### config.mk
export PLATFORM = sky130hd
export DESIGN_NAME = gshare_predictor
export DESIGN_NICKNAME = d
export VERILOG_FILES = /design/src/rtl/bp_pkg.sv /design/src/rtl/pht_ram.sv /design/src/rtl/gshare_predictor.sv
export SDC_FILE = /design/constraint.sdc
export NUM_CORES = 1
export LEC_CHECK = 0
export BUFFER_PORTS_ARGS = -buffer_cell sky130_fd_sc_hd__buf_4
export CORE_MARGIN = 5
export CORE_UTILIZATION = 30
export CTS_BUF_LIST = sky130_fd_sc_hd__clkbuf_16
export CTS_CLUSTER_DIAMETER = 40
export DETAILED_ROUTE_END_ITERATION = 6
export PLACE_DENSITY = 0.48
export SLEW_MARGIN = 20
export SYNTH_ARGS = -nofsm -noshare
export SYNTH_HDL_FRONTEND = slang
export SYNTH_HIERARCHICAL = 1
export SYNTH_SLANG_ARGS = --single-unit
### constraint.sdc
create_clock -name clk -period 6.5 [get_ports clk]
set_input_delay 0.975 -clock clk [delete_from_list [all_inputs] [get_ports clk]]
set_output_delay 0.975 -clock clk [all_outputs]
set_load 0.01 [all_outputs]
### src/rtl/bp_pkg.sv
// ============================================================================
//  Module   : bp_pkg
//  Purpose  : Shared encodings for the gshare branch predictor: 2-bit
//             counter states, the default sweep value, FSM states and a
//             table-sizing helper.
//  Revision : 1.0 - initial release
// ============================================================================
`default_nettype none

package bp_pkg;

    // Two-bit saturating counter encodings; the prediction is bit 1.
    localparam logic [1:0] SNT = 2'b00;  // strong not-taken
    localparam logic [1:0] WNT = 2'b01;  // weak not-taken
    localparam logic [1:0] WT  = 2'b10;  // weak taken
    localparam logic [1:0] ST  = 2'b11;  // strong taken

    // Value written to every entry by the post-reset sweep.
    localparam logic [1:0] CNT_INIT_DEFAULT = WNT;

    // INIT sweeps the table after reset; RUN predicts and trains.
    typedef enum logic [0:0] {
        INIT = 1'b0,
        RUN  = 1'b1
    } bp_state_t;

    // Number of index bits needed to address a table of the given depth.
    function automatic int unsigned idx_width(input int unsigned depth);
        return $clog2(depth);
    endfunction

    // Saturating step of a counter towards the resolved outcome.
    function automatic logic [1:0] cnt_step(input logic [1:0] cnt, input logic taken);
        if (taken) begin
            return (cnt == ST)  ? ST  : cnt + 2'd1;
        end
        return (cnt == SNT) ? SNT : cnt - 2'd1;
    endfunction

endpackage

`default_nettype wire

### src/rtl/pht_ram.sv
// ============================================================================
//  Module   : pht_ram
//  Purpose  : Pattern history table of 2-bit counters. Asynchronous lookup
//             read, asynchronous read of the training entry, and a single
//             synchronous write port whose source is the init sweep or the
//             saturated training value.
//  Revision : 1.0 - initial release
// ============================================================================
`default_nettype none

module pht_ram #(
    parameter int unsigned IDX_W = 8
) (
    input  logic             clk,
    // lookup read
    input  logic [IDX_W-1:0] rd_idx,
    output logic [1:0]       rd_cnt,
    // training entry: read current value, write back the stepped value
    input  logic [IDX_W-1:0] upd_idx,
    output logic [1:0]       upd_cur,
    input  logic [1:0]       upd_cnt,
    // write control
    input  logic             wr_en,
    input  logic             init_mode,
    input  logic [IDX_W-1:0] sweep_idx,
    input  logic [1:0]       sweep_cnt
);

    localparam int unsigned DEPTH = 1 << IDX_W;

    // Contents are defined by the sweep, so the array carries no reset.
    logic [1:0] mem [DEPTH];

    logic [IDX_W-1:0] wr_idx;
    logic [1:0]       wr_data;

    assign rd_cnt  = mem[rd_idx];
    assign upd_cur = mem[upd_idx];

    // Write source: sweep data while initialising, trained data otherwise.
    always_comb begin
        wr_idx  = upd_idx;
        wr_data = upd_cnt;
        if (init_mode) begin
            wr_idx  = sweep_idx;
            wr_data = sweep_cnt;
        end
    end

    // Single synchronous write port; reads see the old value this cycle.
    always_ff @(posedge clk) begin
        if (wr_en) begin
            mem[wr_idx] <= wr_data;
        end
    end

endmodule

`default_nettype wire

### src/rtl/gshare_predictor.sv
// ============================================================================
//  Module   : gshare_predictor
//  Purpose  : Global-history (gshare) branch predictor. PHT indexed by
//             PC ^ GHR, speculative GHR update at lookup, repair on
//             mispredict, post-reset sweep of the table.
//  Revision : 1.0 - initial release
// ============================================================================
`default_nettype none

module gshare_predictor
    import bp_pkg::*;
#(
    parameter int unsigned GHR_WIDTH = 8,
    parameter int unsigned PC_WIDTH  = 32,
    parameter int unsigned PC_LSB    = 2,
    parameter logic [1:0]  CNT_INIT  = CNT_INIT_DEFAULT
) (
    input  logic                 clk,
    input  logic                 rst,
    input  logic                 pred_valid,
    input  logic [PC_WIDTH-1:0]  pred_pc,
    output logic                 pred_taken,
    output logic [GHR_WIDTH-1:0] pred_ghr,
    output logic                 ready,
    input  logic                 upd_valid,
    input  logic [PC_WIDTH-1:0]  upd_pc,
    input  logic [GHR_WIDTH-1:0] upd_ghr,
    input  logic                 upd_taken,
    input  logic                 upd_mispredict
);

    localparam int unsigned PHT_DEPTH = 1 << GHR_WIDTH;
    localparam int unsigned IDX_W     = idx_width(PHT_DEPTH);

    bp_state_t            state, state_nxt;
    logic [IDX_W-1:0]     sweep;
    logic [GHR_WIDTH-1:0] ghr;

    logic [IDX_W-1:0]     idx_p, idx_u;
    logic [1:0]           rd_cnt, upd_cur, upd_cnt;
    logic                 in_run, train, repair, wr_en;
    logic                 unused_pc_bits;

    // Only a GHR_WIDTH slice of each PC takes part in indexing.
    assign unused_pc_bits = ^{pred_pc, upd_pc};

    assign idx_p = pred_pc[PC_LSB +: GHR_WIDTH] ^ ghr;
    assign idx_u = upd_pc[PC_LSB +: GHR_WIDTH] ^ upd_ghr;

    assign in_run = (state == RUN);
    assign train  = in_run && upd_valid;
    assign repair = train && upd_mispredict;
    assign wr_en  = !rst && ((state == INIT) || train);

    assign upd_cnt    = cnt_step(upd_cur, upd_taken);
    assign ready      = in_run;
    assign pred_taken = in_run && rd_cnt[1];
    assign pred_ghr   = ghr;

    pht_ram #(
        .IDX_W (IDX_W)
    ) u_pht (
        .clk       (clk),
        .rd_idx    (idx_p),
        .rd_cnt    (rd_cnt),
        .upd_idx   (idx_u),
        .upd_cur   (upd_cur),
        .upd_cnt   (upd_cnt),
        .wr_en     (wr_en),
        .init_mode (state == INIT),
        .sweep_idx (sweep),
        .sweep_cnt (CNT_INIT)
    );

    // State register: reset always restarts the sweep.
    always_ff @(posedge clk) begin
        if (rst) begin
            state <= INIT;
        end else begin
            state <= state_nxt;
        end
    end

    // Next state: leave INIT once the last entry has been written.
    always_comb begin
        state_nxt = state;
        case (state)
            INIT:    if (sweep == '1) state_nxt = RUN;
            RUN:     state_nxt = RUN;
            default: state_nxt = INIT;
        endcase
    end

    // Sweep pointer advances one entry per INIT cycle.
    always_ff @(posedge clk) begin
        if (rst) begin
            sweep <= '0;
        end else if (state == INIT) begin
            sweep <= sweep + 1'b1;
        end
    end

    // GHR: repair from the resolved branch wins over the speculative shift.
    always_ff @(posedge clk) begin
        if (rst) begin
            ghr <= '0;
        end else if (repair) begin
            ghr <= {upd_taken, upd_ghr[GHR_WIDTH-1:1]};
        end else if (in_run && pred_valid) begin
            ghr <= {pred_taken, ghr[GHR_WIDTH-1:1]};
        end
    end

endmodule

`default_nettype wire

[Word level (Yosys, flattened, before mapping)]
Memories as Yosys holds them, arrays and structs flattened.
Cells that the tools add are included.
Storage, ports and cells
  register bits: 17
  memory bits (writable): 512
  input bits: 78
  output and inout port bits: 10
  word-level logic and storage cells: 34
  memories: 1
Operators by class
  $add $sub $neg: 3
  equality and inequality tests: 2
  muxes and demuxes: 13
  bitwise logic cells: 3
  reductions and logical operators: 9
Memories
  u_pht.mem: words 256, width 2, rd ports 2, clocked after memory_dff 0, write ports 1, RTL line pht_ram.sv:32  | logic [1:0] mem [DEPTH];
Operators by type and width (number)
  $mux 8: 3
  $xor 8x8->8: 2
  $mux 2: 5
  $add 8x1->8 const B: 1
  $eq 8x8->1 const B: 1
  $logic_and 1x1->1: 5
  $mux 1: 4
  $add 2x1->2 const B: 1
  $eq 2x2->1 const B: 1
  $logic_not 2->1: 1
  $pmux 1 s2: 1
  $reduce_bool 2->1: 1
  $sub 2x1->2 const B: 1
  $logic_not 1->1: 1
  $logic_or 1x1->1: 1
  $not 1->1: 1

[Depth between registers and ports, before layout]
An unclocked memory read counts as a cell.
  word-level depth: 7
  depth in mapped cells: 15
  depth with buffers taken out: 11

[Hierarchy]
Netlist, hierarchy kept.
By module, submodules not included
  pht_ram: instances 1, cells each 1744, area each 26065.0 µm², seq. area each 15374.7 µm²
  gshare_predictor: instances 1, cells each 112, area each 943.4 µm², seq. area each 340.3 µm²

[Worst setup path before layout]
No wires, ideal clock.
  path kind: input to register
  start: input port upd_ghr[0]
  end: memory u_pht.mem[0][0] (data pin)
  setup time: 0.555 ns
  arrival: 4.956 ns
  data required time: 5.945 ns
  path slack: 0.989 ns
  cell stages on the path: 12
  buffers on the path: 2
  cells stage by stage: xor2_1 buf_6 buf_8 mux4_1 mux4_2 nand2_1 nor2_1 nor4_1 nor4_1 inv_1 maj3_1 mux2_2
Between the ends
  longest elaborated chain between the ends: 7
  elaborated cells between the ends (all ways): 11
  those cells by class: add/sub (2); eq/ne (1); mux (5); bitwise (1); reduce/logical (1); memory (1)
RTL lines
  from (decl): RTL line gshare_predictor.sv:27  | input logic [GHR_WIDTH-1:0] upd_ghr,
  $xor 8x8->8 *: RTL line gshare_predictor.sv:48  | assign idx_u = upd_pc[PC_LSB +: GHR_WIDTH] ^ upd_ghr;
  $mem_v2 256x2 *
  named net upd_cur[0]: RTL line gshare_predictor.sv:40  | logic [1:0] rd_cnt, upd_cur, upd_cnt;
  $add 2x1->2 or $eq 2x2->1 (tied branches): RTL line bp_pkg.sv:35  | return (cnt == ST) ? ST : cnt + 2'd1;
  $mux 2: RTL line bp_pkg.sv:35
  $mux 2: RTL line bp_pkg.sv:34  | if (taken) begin
  $mux 2 *: RTL line bp_pkg.sv:37  | return (cnt == SNT) ? SNT : cnt - 2'd1;
  named net upd_cnt[0]: RTL line gshare_predictor.sv:40
  $mux 2 *: RTL line pht_ram.sv:44  | if (init_mode) begin
  named net u_pht.wr_data[0]: RTL line pht_ram.sv:35  | logic [1:0] wr_data;
  to (decl): RTL line pht_ram.sv:32
Mark *: on every way through the listed nets, which the timed path passes. The rest lies on a longest branch. The select of a mux whose other input is x is not followed.

[Worst setup path after layout]
  start: register ghr[0], in the netlist pred_ghr[0]
  end: output port pred_taken
Between the ends
  longest elaborated chain between the ends: 3
RTL lines
  from (decl): RTL line gshare_predictor.sv:37  | logic [GHR_WIDTH-1:0] ghr;
  from (signal assigned): RTL line gshare_predictor.sv:108  | ghr <= {upd_taken, upd_ghr[GHR_WIDTH-1:1]};
  from (signal assigned): RTL line gshare_predictor.sv:110  | ghr <= {pred_taken, ghr[GHR_WIDTH-1:1]};
  $xor 8x8->8: RTL line gshare_predictor.sv:47  | assign idx_p = pred_pc[PC_LSB +: GHR_WIDTH] ^ ghr;
  named net idx_p[0]: RTL line gshare_predictor.sv:39  | logic [IDX_W-1:0] idx_p, idx_u;
  $mem_v2 256x2
  named net rd_cnt[1]: RTL line gshare_predictor.sv:40
  $logic_and 1x1->1: RTL line gshare_predictor.sv:57  | assign pred_taken = in_run && rd_cnt[1];
  to (decl): RTL line gshare_predictor.sv:22  | output logic pred_taken,
The timed path passes the listed nets, and every way through them passes these cells.

==> out/metrics.csv <==
stage,metric,value,unit
sta,rsz0062_at_grt,false,
cells_and_area,finalInstanceArea,29400,µm²
cts,cts_tree,done,
power,p_leak,9.56,nW
worst_setup_path,start_kind,flop,
cts,clockRootBuffer,clkbuf_16,
synthesis,syn_inst,1655,
run_status,status,completed,
die,fp.dieH,299,µm
cells_and_area,finish.utilization,35.6,%
die,num_io_pins,88,
worst_setup_path,crit_chain,xor2_4 -> buf_4 -> buf_4 -> mux4_2 -> mux2i_1 -> o211ai_1 -> a311oi_1 -> a41oi_1 -> and3_1 -> and2_1 -> buf_4,
cells_and_area,syn_to_final_growth,17.5,%
global_routing,overflow,0,
power,p_per_area,309,nW/µm²
cts,clock_path_buffers,3,
sta,max_freq,0.194,GHz
synthesis,synth_warnings,6,
global_routing,grt_antenna_before_repair,2,
hold_path,hold_class,reg2reg,
cells_and_area,final_common_cell,edfxtp_1,
cells_and_area,nets,1791,
cts,htree_levels,3,
global_routing,grt_pass1_vias,15900,
detailed_routing,drt_wl_total,75.1,mm
worst_setup_path,cp.arrival,4170,ps
power,total_power,9.08,mW
worst_setup_path,crit_top_cell,buf_4,
sta,final-setup-viol-count,0,
sta,finalSetupTns,0,ps
cts,cts_sinks,529,
power,vdd_drop_max,0.000172,V
worst_setup_path,critPathKind,reg2out,
die,dieWidth,299,µm
worst_setup_path,required,5520,ps
run,drv_cap,0,
worst_setup_path,path_buf_inv,3,
worst_setup_path,max_stage_delay,510,ps
cts,numCtsBuffers,91,
sta,worst_pin_slew,1020,ps
sta,final_hold_viol_count,0,
sta,whs,525,ps
cells_and_area,mostFrequentLayoutCells,"edfxtp_1 (512), nor2_1 (297), mux2i_1 (158), mux4_2 (110), buf_4 (99)",
detailed_routing,drt_iter0_markers,1198,
sta,fin_crit,5150,ps
detailed_routing,vias,15200,
placed_design,dp_hpwl,48.2,mm
sta,post-route-period-util,79.2,%
cts,postCtsSetupBuffers,0,
cts,path_clk_slew,50,ps
die,row_count,105,
cells_and_area,layout.area.seq,15700,µm²
global_routing,track_usage,16.5,%
placed_design,dpl_cell_area,26400,µm²
die,dieArea,89100,µm²
detailed_routing,routed_via_density,5.31,
sta,timing.slew.headroom,32.0,%
detailed_routing,drt_first_pass_iters,5,
worst_setup_path,crit_family,multiplexers,
detailed_routing,drc,0,
placed_design,gp_congestion,0.838,
sta,drv_slew,0,
worst_setup_path,critPathSlowestCell,mux4_2,
worst_setup_path,setup.worst_path.end_class,output port,
detailed_routing,avgRoutedWirePerCell,26.2,µm
synthesis,synth_nets,1734,
worst_setup_path,crit_fanout,7,
cells_and_area,multiInputGateArea,8340,µm²
detailed_routing,ant_nets,0,
cts,clock_latency,640,ps
synthesis,syn_area_per_cell,15.1,µm²
cts,post_cts_resized,0,
die,core_area,82400,µm²
cts,holdBufCountCts,0,
cells_and_area,drive_above_1_share,23.1,%
synthesis,synth_area,25000,µm²
sta,clock_skew,30.2,ps
cells_and_area,nFillCells,7820,
die,initial_core_util,30.3,%
placed_design,portBuffers,39,
global_routing,grt_pass1_wl,109,mm
global_routing,grt_max_degree,83,
==> per-stage QoR <==
stage                     std cells  worst slack (ps)
after floorplan                1655               989
after global placement         2689               922
after detailed placement       2689               913
after CTS                      2860              1320
after global routing           2860              1160
final                          2861              1350
==> final timing paths <==
check | startpoint | endpoint | slack (ps) | depth (start not counted)
worst min register to register | pred_ghr[5] | pred_ghr[5] | 530 | 2
worst max-delay path | pred_ghr[0] | pred_taken | 1350 | 11
worst max register to register | u_pht/mem[89][1] | u_pht/mem[253][0] | 2540 | 9
worst min-delay path | pred_ghr[5] | pred_ghr[5] | 530 | 2
==> power breakdown <==
group	switching, mW	internal, mW	total (mW)	leakage [nW]
clock	1.73	2.80	4.53	1.45
combinational	0.497	0.308	0.805	3.37
sequential	0.00445	3.75	3.75	4.74
==> layout make-up <==
| class | count | area share [%] |
|---|---|---|
| Antenna cell | 1 | 0.00853 |
| Clock inverter | 78 | 2.09 |
| Sequential cell | 529 | 53.5 |
| Clock buffer | 93 | 7.93 |
| Multi-Input combinational cell | 965 | 28.4 |
| Tap cell | 1070 | 4.56 |
| Inverter | 16 | 0.251 |
| Timing Repair Buffer | 109 | 3.21 |
==> tightest hold or removal path: stages, from the launching register on <==
cell	delay, ps
dfxtp_1	330
nand2_1	60
a311oi_1	80
==> per-layer routing <==
layer	track usage (%)	up-vias	part of all wire (%)
met5	0	-	0
met4	5.68	0	2.8
met3	3.66	109	6.7
met2	26.5	555	47
met1	22.3	7957	44
li1	-	6583	-
==> registers in the layout, indices dropped and copies added, names as in the netlist <==
name	flops
ready	1
pred_ghr	8
sweep	8
u_pht/mem	512
No activity file was read; power rests on OpenSTA's default activity.
